`src/rtl/mux_arb_2ch.sv`:
```
// Two-channel round-robin burst arbiter driving a shared 2:1 datapath mux,
// with a registered valid/ready output stage. Optional beat limit: ARB_BURST_LIMIT_EN.
module mux_arb_2ch #(
    parameter int unsigned WIDTH     = 32,
    parameter int unsigned MAX_BURST = 8
) (
    input  logic             clk,
    input  logic             reset,
    input  logic             req0,
    input  logic             req1,
    input  logic             valid0,
    input  logic             valid1,
    input  logic [WIDTH-1:0] data0,
    input  logic [WIDTH-1:0] data1,
    input  logic             last0,
    input  logic             last1,
    output logic             gnt0,
    output logic             gnt1,
    output logic             ready0,
    output logic             ready1,
    output logic             sel,
    output logic             out_valid,
    output logic [WIDTH-1:0] out_data,
    output logic             out_last,
    input  logic             out_ready
);

    localparam int unsigned CNT_W = 8;

    if (MAX_BURST < 1 || MAX_BURST > 255) begin : g_bad_max_burst
        $error("MAX_BURST must be in 1..255");
    end

    typedef enum logic [1:0] {
        IDLE = 2'd0,
        GNT0 = 2'd1,
        GNT1 = 2'd2
    } state_t;

    state_t state_q, state_d;
    logic   ptr_q, ptr_d;
    logic   sel_q, sel_d;
    logic   out_free;
    logic   acc0, acc1, acc;
    logic   beat_last;
    logic   limit_hit;
    logic   burst_end;

    // Grants decode straight from the state register; ready opens only when the output slot frees
    assign gnt0     = (state_q == GNT0);
    assign gnt1     = (state_q == GNT1);
    assign sel      = sel_q;
    assign out_free = !out_valid || out_ready;
    assign ready0   = gnt0 && out_free;
    assign ready1   = gnt1 && out_free;
    assign acc0     = valid0 && ready0;
    assign acc1     = valid1 && ready1;
    assign acc      = acc0 || acc1;
    assign beat_last = sel_q ? last1 : last0;

`ifdef ARB_BURST_LIMIT_EN
    logic [CNT_W-1:0] cnt_q;

    assign limit_hit = (cnt_q == CNT_W'(MAX_BURST - 1));

    // Beats accepted in the current grant; cleared whenever the grant ends
    always_ff @(posedge clk or posedge reset) begin
        if (reset) begin
            cnt_q <= '0;
        end else if (burst_end) begin
            cnt_q <= '0;
        end else if (acc) begin
            cnt_q <= cnt_q + CNT_W'(1);
        end
    end
`else
    assign limit_hit = 1'b0;
`endif

    assign burst_end = acc && (beat_last || limit_hit);

    always_ff @(posedge clk or posedge reset) begin
        if (reset) begin
            state_q <= IDLE;
            ptr_q   <= 1'b0;
            sel_q   <= 1'b0;
        end else begin
            state_q <= state_d;
            ptr_q   <= ptr_d;
            sel_q   <= sel_d;
        end
    end

    // Next-state: hand over to the other requester first, else re-grant, else idle
    always_comb begin
        state_d = state_q;
        ptr_d   = ptr_q;
        sel_d   = sel_q;
        case (state_q)
            IDLE: begin
                if (req0 && (!req1 || !ptr_q)) begin
                    state_d = GNT0;
                end else if (req1) begin
                    state_d = GNT1;
                end
            end
            GNT0: begin
                if (burst_end) begin
                    ptr_d = 1'b1;
                    if (req1) begin
                        state_d = GNT1;
                    end else if (req0) begin
                        state_d = GNT0;
                    end else begin
                        state_d = IDLE;
                    end
                end
            end
            GNT1: begin
                if (burst_end) begin
                    ptr_d = 1'b0;
                    if (req0) begin
                        state_d = GNT0;
                    end else if (req1) begin
                        state_d = GNT1;
                    end else begin
                        state_d = IDLE;
                    end
                end
            end
            default: state_d = IDLE;
        endcase
        if (state_d == GNT0) begin
            sel_d = 1'b0;
        end else if (state_d == GNT1) begin
            sel_d = 1'b1;
        end
    end

    // Output stage: load on accept (even while draining), otherwise drain
    always_ff @(posedge clk or posedge reset) begin
        if (reset) begin
            out_valid <= 1'b0;
            out_data  <= '0;
            out_last  <= 1'b0;
        end else if (acc) begin
            out_valid <= 1'b1;
            out_data  <= sel_q ? data1 : data0;
            out_last  <= beat_last;
        end else if (out_ready) begin
            out_valid <= 1'b0;
        end
    end

endmodule

```
`config.mk`:
```
export PLATFORM = sky130hd
export DESIGN_NAME = mux_arb_2ch
export DESIGN_NICKNAME = d
export VERILOG_FILES = /design/src/rtl/mux_arb_2ch.sv
export SDC_FILE = /design/constraint.sdc
export NUM_CORES = 1
export LEC_CHECK = 0
export CAP_MARGIN = 20
export CORE_ASPECT_RATIO = 0.6
export CORE_MARGIN = 10
export CORE_UTILIZATION = 41
export DETAILED_ROUTE_END_ITERATION = 8
export PLACE_DENSITY = 0.91
export SLEW_MARGIN = 20
export SYNTH_ARGS = -nofsm -noshare
export SYNTH_HDL_FRONTEND = slang
export SYNTH_SLANG_ARGS = --single-unit
```
`constraint.sdc`:
```
create_clock -name clk -period 3.4 [get_ports clk]
set_input_delay 0.68 -clock clk [delete_from_list [all_inputs] [get_ports clk]]
set_output_delay 0.68 -clock clk [all_outputs]
set_load 0.01 [all_outputs]
```
==> results.toml, run 1 <==
[clock_network]
cts-root-buf = "clkbuf_8"
cts_buffer_depth = 2
post_cts_resized = 0
clk_pin_slew_ps = 80
htreeDepth = 2
cts_setup_buffers = 0
ctsHoldBuffers = 0
clock_sink_count = 38
cts_tree = "built"
cts-buffers-inserted = 5
clkLatencyLatePin_ps = 280

[synthesis]
ys.flop_type = "dfrtp_1"
ys_seq_elements = 38
syn_inst = 183
synthesis.area_mm2 = 0.001904
ys_async_sr_fraction = 1.000
yosysSeqAreaShare = 0.4993
synth-edff-count = 0
synth.distinct_cells = 25
post_synth.cell_area_avg_um2 = 10.41
yosysWarningCount = 0
syn-num-nets = 261

[global_route]
grt_pass1_vias = 1797
antenna_found_initial = 0
grt_pass1_wl_um = 9087
grt_use_total = 0.1438
grt_max_degree = 67
grt-ovfl-total = 0

[cells_and_area]
n_antenna_cell = 0
final_cell_mix = "clkdlybuf4s50_1 (111), dfrtp_1 (37), nor2_1 (36)"
syn_to_final_growth_pct = 68.27
stdcell_area_mm2 = 0.003204
layout_commonest_cell = "clkdlybuf4s50_1"
final_nets = 371
layout-drive-gt1-share = 0.05782
nFillCells = 351

[run]
maxCapViolCount = 0

[die]
die_h_um = 72.79
dieArea_mm2 = 0.007860
coreArea_mm2 = 0.004541
pin_count = 112
dieWidth_um = 108.0
initial_core_util = 0.4194
rows = 19

[worst_setup_path]
r2r_slack_ps = 1170
cp.required_ps = 2720
startpoint = "out_ready"
worstSetupPathType = "in -> out"
reg2reg_from = "state_q[1]"
end_kind = "primary output"
rr_worst_depth = 8
rr_endpoint = "sel"
crit_path_max_fanout = 5
cp-start-kind = "primary input"
crit_arrival_ps = 1970

[place]
place_congestion = 0.7855
port_buffers = 111
post-dp-hpwl_um = 4531
placed_area_mm2 = 0.003062

[hold_path]
min-delay-start = "ptr_q"
min_path_type = "reg -> reg"
hold_end = "ptr_q"
min_path_cells = 1

[route]
wire_per_inst_um = 15.65
firstDrtPassIters = 4
route.detailed.drc = 0
totalWireLength_um = 5587
drt_iter0_drc = 66
drtAntennaViolNets = 0
routed-via-count = 1677
viasPerCell = 4.697

[power]
power_frac_seq = 0.314
power_density_mw_per_mm2 = 808.0
p_clk_frac = 0.180
internal-power_w = 0.001695
switchingPower_w = 0.0008943
total_power_w = 0.002589
swShare = 0.3454
vdd_drop_max_v = 0.0004265
p_leak_nw = 1.459
combPwrFrac = 0.505

[sta]
slew_headroom = 0.5963
finalHoldViolations = 0
tns_ps = 0
period_minus_slack_ps = 2651
period_share = 0.7798
finalSetupViolations = 0
finClkSkew_ps = 3.268
slew_violations = 0
rsz0062_at_grt = "false"
worst_pin_slew_ps = 605.6
max_freq_mhz = 377.2

[status]
status = "completed"
-- cells in the mapped netlist, types with 2 or more instances --
cell	count	area, um2
dfrtp_1	38	950.9
nor2_1	36	135.1
a21oi_1	33	165.2
a21boi_0	2	15.01
mux2i_1	35	350.3
buf_2	7	35.03
ha_1	5	62.56
nand2b_1	4	25.02
inv_1	6	22.52
o22ai_1	2	12.51
-- cell type report --
class                      instances  area, um2  share of cell area
timing repair buffer             114       1134              0.3538
sequential                        38      952.2              0.2971
multi-input combinational        128      874.6              0.2729
clock buffer                       6      82.58             0.02577
tap                               63      78.83             0.02460
clock inverter                     2      60.06             0.01874
inverter                           6      22.52            0.007029
-- logic make-up (layout without fill, tap and decap cells) --
family | Yosys count | count (layout) | share of synthesized area
compound gates | 43 | 43 | 0.1301
fa+ha+maj | 5 | 5 | 0.03285
buf+inv | 17 | 128 | 0.04402
flops | 38 | 38 | 0.4993
mux | 36 | 36 | 0.1912
simple gates | 44 | 44 | 0.1025
-- worst max-delay path, stage by stage --
cell and delay (ps):
clkdlybuf4s50_1 420, nor2b_2 310, nor2_1 70, clkdlybuf4s50_1 490
-- state kept, by name (all words and copies together), names as in the netlist --
| name | cells |
|---|---|
| out_data | 32 |
| state_q | 2 |
| out_last | 1 |
| out_valid | 1 |
| ptr_q | 1 |
| sel | 1 |
-- per-layer routing --
metal  GRT usage  share of wire  vias to the layer above
li1            -              -                      847
met1      0.1764           0.43                      755
met2      0.2233           0.45                       73
met3     0.07584           0.12                        2
met4     0.02212         0.0030                        0
met5           0              0                        -
-- worst max-delay path by stage --
| stage | to | slack [ps] |
|---|---|---|
| finish | ready0 | 750 |
| floorplan | sel | 1420 |
| global placement | ready1 | 780 |
| global route | ready0 | 660 |
| CTS | ready0 | 750 |
| detailed placement | ready0 | 760 |
-- power by group through the flow --
| stage | sequential, W | combinational (W) | clock (W) |
|---|---|---|---|
| final | 0.000814 | 0.00131 | 0.000467 |
| after global routing | 0.000849 | 0.00146 | 0.000500 |
| after CTS | 0.000817 | 0.00133 | 0.000477 |
| after detailed placement | 0.000821 | 0.00132 | 0 |
| after global placement | 0.000808 | 0.00129 | 0 |
| after floorplan | 0.000886 | 0.000595 | 0 |
-- per-stage QoR --
stage | setup WS, ps | hold slack, ps | instances | utilization
2_1_floorplan | 1422 | 457.2 | 183 | -
3_3_place_gp | 782.4 | 468.8 | 349 | 0.6743
3_5_place_dp | 759.7 | 481.7 | 349 | 0.6743
4_1_cts | 747.7 | 502.2 | 357 | 0.7057
5_1_grt | 662.2 | 517.2 | 357 | 0.7057
6_report | 748.6 | 499.7 | 357 | 0.7057
(Power assumes the default switching activity.)
==> run 2, diff against run 1 <==
--- a/config.mk
+++ b/config.mk
@@ -8,9 +8,9 @@
 export CAP_MARGIN = 20
 export CORE_ASPECT_RATIO = 0.6
 export CORE_MARGIN = 10
-export CORE_UTILIZATION = 41
+export CORE_UTILIZATION = 34
 export DETAILED_ROUTE_END_ITERATION = 8
-export PLACE_DENSITY = 0.91
+export PLACE_DENSITY = 0.81
 export SLEW_MARGIN = 20
 export SYNTH_ARGS = -nofsm -noshare
 export SYNTH_HDL_FRONTEND = slang
==> constraint.sdc (replaced) <==
create_clock -name clk -period 2.22 [get_ports clk]
set_input_delay 0.444 -clock clk [delete_from_list [all_inputs] [get_ports clk]]
set_output_delay 0.444 -clock clk [all_outputs]
set_load 0.01 [all_outputs]
==> run 2 against run 1 <==
Against the previous run:
- final cell count increased by 2.0%
- non-clock buffer count increased by 4
- clock power increased by 1%
- sequential cell count unchanged
- utilization decreased by 8.8 points
- first-iteration DRC count decreased by 32%
==> results.toml, run 2 (same netlist as run 1, synthesis figures left out) <==
[status]
status = "completed"

[route]
totalWireLength_um = 5830
routed-via-count = 1699
firstDrtPassIters = 4
wire_per_inst_um = 16.02
viasPerCell = 4.668
drtAntennaViolNets = 0
route.detailed.drc = 0
drt_iter0_drc = 45

[clock_network]
clkLatencyLatePin_ps = 280
cts_tree = "built"
cts_buffer_depth = 2
cts_setup_buffers = 0
post_cts_resized = 4
cts-root-buf = "clkbuf_8"
clk_pin_slew_ps = 70
clock_sink_count = 38
htreeDepth = 2
ctsHoldBuffers = 0
cts-buffers-inserted = 5

[sta]
period_share = 0.9537
finClkSkew_ps = 2.932
tns_ps = 0
hold_slack_ps = 496.3
finalHoldViolations = 0
slew_violations = 0
finalSetupViolations = 0
worst_pin_slew_ps = 290.2
slew_headroom = 0.8027
rsz0062_at_grt = "false"
max_freq_mhz = 472.3
period_minus_slack_ps = 2117

[die]
die_h_um = 77.97
rows = 20
pin_count = 112
dieArea_mm2 = 0.009092
coreArea_mm2 = 0.005230
dieWidth_um = 116.6
initial_core_util = 0.3641

[worst_setup_path]
crit_path_max_fanout = 5
end_kind = "primary output"
worstSetupPathType = "reg -> out"
rr_worst_depth = 8
cp.required_ps = 1780
crit_arrival_ps = 1670
cp-start-kind = "register"

[hold_path]
min_path_type = "in -> async"

[cells_and_area]
regArea_um2 = 952.2
multiInputGateArea_um2 = 894.6
layout-drive-gt1-share = 0.07718
final_nets = 375
reg_top3 = "out_data (32), state_q (2)"
fin_util = 0.6177
syn_to_final_growth_pct = 69.65
nFillCells = 452
final_cell_mix = "clkdlybuf4s50_1 (110), dfrtp_1 (37), nor2_1 (36)"
layout_commonest_cell = "clkdlybuf4s50_1"
largest_reg_flops = 32
top_register = "out_data"
n_antenna_cell = 0

[power]
vdd_drop_max_v = 0.0004857
power_density_mw_per_mm2 = 1183
p_leak_nw = 1.465

[global_route]
grt_max_degree = 39
grt-ovfl-total = 0
grt_pass1_wl_um = 9059
antenna_found_initial = 0
grt_pass1_vias = 1807
grt_use_total = 0.1241

[place]
place_congestion = 0.8538
port_buffers = 111
post-dp-hpwl_um = 4846

[run]
maxCapViolCount = 0
[run 2: cell count changes in the layout (fill, tap and decap cells not counted), sizes merged]
cell	before	now
bufinv	2	0
dlygate4sd2	0	1
clkinv	0	1
clkbuf	6	7
buf	3	7
clkdlybuf4s50	111	110
[run 2: report_power, final]
part           switching [W]  total (W)  internal [W]
Combinational       0.000970    0.00213       0.00116
Sequential          0.000190    0.00122       0.00103
Clock               0.000223   0.000474      0.000250
[run 2: critical path: stages (launching register included)]
cell	delay, ps
dfrtp_1	430
inv_2	110
ha_4	160
inv_1	50
nor2_1	100
clkdlybuf4s50_1	540
[run 2: layout make-up]
cell class | instances | share of cell area
Timing Repair Buffer | 118 | 0.3675
Clock inverter | 1 | 0.001549
Inverter | 6 | 0.006971
Sequential cell | 38 | 0.2947
Multi-Input combinational cell | 128 | 0.2769
Tap cell | 66 | 0.02556
Clock buffer | 7 | 0.02672
[run 2: per-stage QoR]
stage	instance area (um2)	cells	setup WS (ps)	total power, W
after floorplan	1904	183	242.1	0.002269
after global placement	3120	356	54.08	0.003319
after detailed placement	3120	356	11.41	0.003366
after CTS	3226	364	20.56	0.003873
after global routing	3231	364	1.112	0.004125
final	3231	364	102.9	0.003821
[run 2: final timing paths]
check	startpoint	end	slack [ps]
worst max-delay path	state_q[1]	ready0	100
worst min-delay path	reset	out_data[7]	500
worst max register to register	state_q[0]	sel	200
min in group clk	ptr_q	ptr_q	510
max in group asynchronous	reset	out_data[24]	1210
worst min register to register	ptr_q	ptr_q	510
[run 2: layer usage]
layer | share of wire | vias to the layer above | track usage
li1 | - | 857 | -
met4 | 0.0046 | 0 | 0.02948
met3 | 0.15 | 2 | 0.08833
met1 | 0.42 | 765 | 0.1379
met5 | 0 | - | 0
met2 | 0.42 | 75 | 0.1891
